### config.mk
export PLATFORM = sky130hd
export DESIGN_NAME = uart_rx_cfg
export DESIGN_NICKNAME = d
export VERILOG_FILES = /design/src/rtl/uart_rx_cfg.sv
export SDC_FILE = /design/constraint.sdc
export NUM_CORES = 1
export LEC_CHECK = 0
export ABC_AREA = 1
export CAP_MARGIN = 15
export CORE_MARGIN = 2
export CORE_UTILIZATION = 60
export CTS_BUF_LIST = sky130_fd_sc_hd__clkbuf_4
export DETAILED_ROUTE_END_ITERATION = 8
export GPL_TIMING_DRIVEN = 0
export PLACE_DENSITY = 0.79
export SLEW_MARGIN = 20
export SYNTH_ARGS = -nofsm -noshare
export SYNTH_HDL_FRONTEND = slang
export SYNTH_SLANG_ARGS = --single-unit
### constraint.sdc
create_clock -name i_Clock -period 1.98 [get_ports i_Clock]
set_input_delay 0.495 -clock i_Clock [delete_from_list [all_inputs] [get_ports i_Clock]]
set_output_delay 0.495 -clock i_Clock [all_outputs]
set_load 0.02 [all_outputs]
### src/rtl/uart_rx_cfg.sv
// uart_rx_cfg
// Parametrised UART receiver. Configurable data width (LSB first), parity and
// stop-bit count. Each bit is decided by a 3-sample majority vote around the
// bit centre. Parity, framing and break errors are reported with each character.
//
// Ports
//   i_Clock       system clock
//   i_Rst_L       asynchronous active-low reset
//   i_Rx_Serial   asynchronous serial line, idle high
//   o_Rx_DV       one-cycle pulse: character and flags valid
//   o_Rx_Data     received character, held until next DV
//   o_Parity_Err  parity mismatch (qualified by o_Rx_DV)
//   o_Frame_Err   a stop bit was sampled 0 (qualified by o_Rx_DV)
//   o_Break       data, parity and stop all sampled 0 (qualified by o_Rx_DV)
//   o_Busy        high whenever the receiver is not in IDLE
module uart_rx_cfg #(
  parameter int CLKS_PER_BIT = 234,
  parameter int DATA_BITS    = 8,
  parameter int PARITY       = 0,
  parameter int STOP_BITS    = 1
) (
  input  logic                 i_Clock,
  input  logic                 i_Rst_L,
  input  logic                 i_Rx_Serial,
  output logic                 o_Rx_DV,
  output logic [DATA_BITS-1:0] o_Rx_Data,
  output logic                 o_Parity_Err,
  output logic                 o_Frame_Err,
  output logic                 o_Break,
  output logic                 o_Busy
);

  localparam int CNT_W = $clog2(CLKS_PER_BIT);
  localparam int MID   = (CLKS_PER_BIT - 1) / 2;

  localparam logic [CNT_W-1:0] CNT_LAST = CNT_W'(CLKS_PER_BIT - 1);
  localparam logic [CNT_W-1:0] CNT_S0   = CNT_W'(MID - 1);
  localparam logic [CNT_W-1:0] CNT_S1   = CNT_W'(MID);
  localparam logic [CNT_W-1:0] CNT_VOTE = CNT_W'(MID + 1);
  localparam logic [CNT_W-1:0] CNT_ONE  = CNT_W'(1);

  localparam logic [3:0] DATA_LAST = 4'(DATA_BITS - 1);
  localparam logic [3:0] STOP_LAST = 4'(STOP_BITS - 1);
  localparam logic       PAR_ODD   = (PARITY == 1);

  typedef enum logic [2:0] {
    ST_WAIT_HIGH,
    ST_IDLE,
    ST_START,
    ST_DATA,
    ST_PARITY,
    ST_STOP
  } state_t;

  function automatic logic maj3(input logic a, input logic b, input logic c);
    return (a & b) | (a & c) | (b & c);
  endfunction

  state_t               state_q, state_d;
  logic                 sync1_q, sync1_d;
  logic                 sync2_q, sync2_d;
  logic [1:0]           fill_q, fill_d;
  logic [CNT_W-1:0]     cnt_q, cnt_d;
  logic [3:0]           idx_q, idx_d;
  logic                 s0_q, s0_d;
  logic                 s1_q, s1_d;
  logic [DATA_BITS-1:0] shift_q, shift_d;
  logic                 perr_q, perr_d;
  logic                 fe_q, fe_d;
  logic                 zero_q, zero_d;
  logic                 dv_q, dv_d;
  logic [DATA_BITS-1:0] data_q, data_d;
  logic                 pe_out_q, pe_out_d;
  logic                 fe_out_q, fe_out_d;
  logic                 brk_q, brk_d;

  logic rx_s;
  logic vote;
  logic in_frame;

  assign rx_s     = sync2_q;
  assign vote     = maj3(s0_q, s1_q, rx_s);
  assign in_frame = (state_q == ST_START) || (state_q == ST_DATA) ||
                    (state_q == ST_PARITY) || (state_q == ST_STOP);

  always_ff @(posedge i_Clock or negedge i_Rst_L) begin
    if (!i_Rst_L) begin
      state_q  <= ST_WAIT_HIGH;
      sync1_q  <= 1'b1;
      sync2_q  <= 1'b1;
      fill_q   <= 2'b00;
      cnt_q    <= '0;
      idx_q    <= '0;
      s0_q     <= 1'b1;
      s1_q     <= 1'b1;
      shift_q  <= '0;
      perr_q   <= 1'b0;
      fe_q     <= 1'b0;
      zero_q   <= 1'b0;
      dv_q     <= 1'b0;
      data_q   <= '0;
      pe_out_q <= 1'b0;
      fe_out_q <= 1'b0;
      brk_q    <= 1'b0;
    end else begin
      state_q  <= state_d;
      sync1_q  <= sync1_d;
      sync2_q  <= sync2_d;
      fill_q   <= fill_d;
      cnt_q    <= cnt_d;
      idx_q    <= idx_d;
      s0_q     <= s0_d;
      s1_q     <= s1_d;
      shift_q  <= shift_d;
      perr_q   <= perr_d;
      fe_q     <= fe_d;
      zero_q   <= zero_d;
      dv_q     <= dv_d;
      data_q   <= data_d;
      pe_out_q <= pe_out_d;
      fe_out_q <= fe_out_d;
      brk_q    <= brk_d;
    end
  end

  always_comb begin
    state_d  = state_q;
    sync1_d  = i_Rx_Serial;
    sync2_d  = sync1_q;
    // fill_q marks when the synchroniser holds real pin samples rather than
    // its reset value, so WAIT_HIGH cannot be fooled right after reset.
    fill_d   = {fill_q[0], 1'b1};
    cnt_d    = '0;
    idx_d    = idx_q;
    s0_d     = s0_q;
    s1_d     = s1_q;
    shift_d  = shift_q;
    perr_d   = perr_q;
    fe_d     = fe_q;
    zero_d   = zero_q;
    dv_d     = 1'b0;
    data_d   = data_q;
    pe_out_d = pe_out_q;
    fe_out_d = fe_out_q;
    brk_d    = brk_q;

    if (in_frame) begin
      cnt_d = (cnt_q == CNT_LAST) ? '0 : cnt_q + CNT_ONE;
      if (cnt_q == CNT_S0) s0_d = rx_s;
      if (cnt_q == CNT_S1) s1_d = rx_s;
    end

    case (state_q)
      ST_WAIT_HIGH: begin
        if (fill_q[1] && rx_s) state_d = ST_IDLE;
      end

      ST_IDLE: begin
        // The cycle the low level is seen is count 0 of the start bit.
        if (!rx_s) begin
          state_d = ST_START;
          cnt_d   = CNT_ONE;
        end
      end

      ST_START: begin
        if (cnt_q == CNT_VOTE && vote) begin
          state_d = ST_IDLE;
          cnt_d   = '0;
        end else if (cnt_q == CNT_LAST) begin
          state_d = ST_DATA;
          idx_d   = '0;
          perr_d  = 1'b0;
          fe_d    = 1'b0;
          zero_d  = 1'b1;
        end
      end

      ST_DATA: begin
        if (cnt_q == CNT_VOTE) begin
          shift_d = {vote, shift_q[DATA_BITS-1:1]};
          zero_d  = zero_q & ~vote;
        end
        if (cnt_q == CNT_LAST) begin
          if (idx_q == DATA_LAST) begin
            idx_d   = '0;
            state_d = (PARITY != 0) ? ST_PARITY : ST_STOP;
          end else begin
            idx_d = idx_q + 4'd1;
          end
        end
      end

      ST_PARITY: begin
        if (cnt_q == CNT_VOTE) begin
          zero_d = zero_q & ~vote;
          perr_d = (vote != ((^shift_q) ^ PAR_ODD));
        end
        if (cnt_q == CNT_LAST) state_d = ST_STOP;
      end

      ST_STOP: begin
        if (cnt_q == CNT_VOTE) begin
          if (idx_q == STOP_LAST) begin
            // Character is reported at the last stop vote, not at end of bit,
            // so a start edge right after the stop bit is never missed.
            dv_d     = 1'b1;
            data_d   = shift_q;
            pe_out_d = perr_q;
            fe_out_d = fe_q | ~vote;
            brk_d    = zero_q & ~vote;
            cnt_d    = '0;
            state_d  = vote ? ST_IDLE : ST_WAIT_HIGH;
          end else begin
            fe_d   = fe_q | ~vote;
            zero_d = zero_q & ~vote;
          end
        end
        if (cnt_q == CNT_LAST) idx_d = idx_q + 4'd1;
      end

      default: state_d = ST_WAIT_HIGH;
    endcase
  end

  assign o_Rx_DV      = dv_q;
  assign o_Rx_Data    = data_q;
  assign o_Parity_Err = pe_out_q;
  assign o_Frame_Err  = fe_out_q;
  assign o_Break      = brk_q;
  assign o_Busy       = (state_q != ST_IDLE);

endmodule
==> qor.yml <==
status: "completed"
dieHeight_um: 66.70
cap_violations: 0
nets: 331
maxSlewViolCount: 0
setup_tns_ns: 0
syn2layout_area_growth_pct: 12.89
synth_seq_cells: 44
drt_first_pass_iters: 4
core_area_sq_mm: 0.003716
antenna_left: 0
cp_slowest_cell: "dfrtp_2"
powerDensity_mw_per_mm2: 927.9
start_util_pct: 63.47
grt_pass1_vias: 1752
cp.required_ns: 1.48
syn_avg_cell_area_sq_um: 7.914
hold_buffers: 0
p_leak_nw: 1.277
layout_common_cells: "nand2_1 (92), dfrtp_1 (37), inv_1 (35), nand3_1 (21), o21ai_1 (17)"
fmax_mhz: 530.1
path_class: "reg2out"
grt_max_degree: 30
r2r_cells: 11
synth_cell_types: 28
r2r-start: "cnt_q[1]"
cts_inserted_buffers: 5
rsz0062_at_grt: "no"
numPortBuffers: 15
nFillCells: 309
clock-sinks: 44
clock_path_buffers: 2
slowest_delay_ns: 0.48
multiInputGateArea_sq_mm: 0.001079
layout_commonest_cell: "nand2_1"
finClkSkew_ns: 0.01622
critical_path_buf_inv_count: 1
worstSetupStartpointType: "register"
crit_chain: "nor2_4 -> nand2_1 -> dlygate4sd2_1"
routed_wl_um: 4518
hpwl_um: 3391
path_clk_slew_ns: 0.13
final-setup-viol-count: 0
irDropWorstVdd_mv: 0.9414
path_depth: 3
die_x_um: 66.70
grt_remaining_overflow: 0
seqCellArea_sq_mm: 0.001110
die-area_sq_mm: 0.004448
hp-class: "in2async"
drc: 0
placedCellCount: 362
ys_seq_area_share_pct: 46.90
drive_gt1_share_pct: 16.67
period_minus_slack_ns: 1.886
endpoint: "o_Busy"
hold_viol: 0
path_max_fanout: 6
postLayoutCoreUtil_pct: 71.65
yosys_warnings: 0
grt_pass1_wl_um: 7672
htree_levels: 2
worstSetupEndpointType: "output pin"
synth_area_sq_mm: 0.002359
antenna_cells: 0
critPathLaunch: "state_q[1]"
crit_family: "flip-flops"
boundaryPins: 16
stdcell_count: 372
timing.rr.end: "state_q[1]"
drtIter0Drc: 98
antenna_found_initial: 0
via_count: 1952
syn_nets: 306
worst_skew_pair.late_latency_ns: 0.37
fin_crit_sh_pct: 95.27
gp_congestion: 0.8714
row_count: 22
via_per_inst: 5.247
root_buffer: "clkbuf_4"
r2r_slack_ns: 0.25
arrival_ns: 1.39
wl_per_cell_um: 12.15
globalRouteTotalUtil_pct: 22.88
cts_tree: "yes"
syn_inst: 298
==> worst reg2reg max path, delay by kind of cell (launching register included) <==
kind                       cells  cell delay (ns)
DFF                            1             0.42
buffers and inverters          2             0.14
adders and majority gates      1             0.14
and+or+nand+nor                8             0.93
==> cell families (layout without fill, tap and decap cells) <==
family | after synthesis | after routing | synth area share (%)
and+or+nand+nor | 161 | 161 | 31.67
DFF | 44 | 44 | 46.90
buffers and inverters | 43 | 69 | 7.586
AOI/OAI and AO/OA | 38 | 38 | 8.807
xor gates and xnor gates | 6 | 6 | 2.229
adders and majority gates | 5 | 5 | 2.653
other | 1 | 1 | 0.1590
==> cell usage after synthesis, drive strengths merged <==
master | instances | area (sq um)
nor3 | 1 | 5.000
xnor2 | 3 | 26.28
ha | 5 | 62.56
xor2 | 3 | 26.28
inv | 39 | 146.4
nand3 | 23 | 120.1
nand2 | 103 | 434.2
a31oi | 1 | 6.260
a21oi | 5 | 25.02
a22oi | 1 | 7.510
dfstp | 4 | 105.1
buf | 3 | 27.52
clkinv | 1 | 5.000
conb | 1 | 3.750
o21ai | 30 | 161.4
a21boi | 1 | 7.510
dfrtp | 40 | 1001
nand4 | 6 | 37.54
nor2 | 28 | 150.1
==> flip-flops by register name, summed over array words and instances, names as in the netlist, 2 cells and up <==
signal	cells
state_q	3
o_Rx_Data	8
fill_q	2
cnt_q	8
shift_q	8
idx_q	4
==> what timing repair did <==
action	4_1_cts	5_1_grt
endpoints found under the setup margin	1	4
resized for setup	3	2
setup buffers	1	1
gates cloned	0	0
pin swaps	0	1
==> per-stage QoR <==
stage	hold WS (ns)	cell area, sq um	total power [mW]	worst slack [ns]
floorplan	0.1994	2359	1.798	0.5219
global placement	0.3322	2569	1.971	-0.7092
detailed placement	0.3413	2584	2.014	0.1114
CTS	0.02815	2649	2.453	0.02068
global route	0.04522	2663	2.653	0.02834
finish	0.02503	2663	2.471	0.09362
==> routing by layer <==
| layer | GRT usage (%) | vias up | share of wire [%] |
|---|---|---|---|
| li1 | - | 989 | - |
| met1 | 31.02 | 917 | 49 |
| met2 | 36.13 | 33 | 46 |
| met3 | 5.068 | 13 | 3.3 |
| met4 | 8.163 | 0 | 2.1 |
| met5 | 0 | - | 0 |
==> where the power goes <==
part / internal (mW) / total (mW) / switching [mW]
combinational: 0.324 / 0.973 / 0.648
sequential: 0.984 / 1.07 / 0.0842
clock: 0.134 / 0.430 / 0.296
==> worst min-delay path by stage <==
stage / to / slack, ns
2_1_floorplan: cnt_q[0] / 0.20
3_3_place_gp: fill_q[1] / 0.33
3_5_place_dp: fill_q[1] / 0.34
4_1_cts: idx_q[2] / 0.03
5_1_grt: idx_q[2] / 0.05
6_report: idx_q[2] / 0.03
==> final cells by class <==
type | count | area share [%]
Buffer | 3 | 1.034
Tap cell | 48 | 2.256
Timing Repair Buffer | 18 | 6.720
Clock buffer | 5 | 1.410
Inverter | 40 | 5.686
Clock inverter | 3 | 0.7049
Sequential cell | 44 | 41.68
Multi-Input combinational cell | 211 | 40.51
No activity file was read; power rests on OpenSTA's default activity.
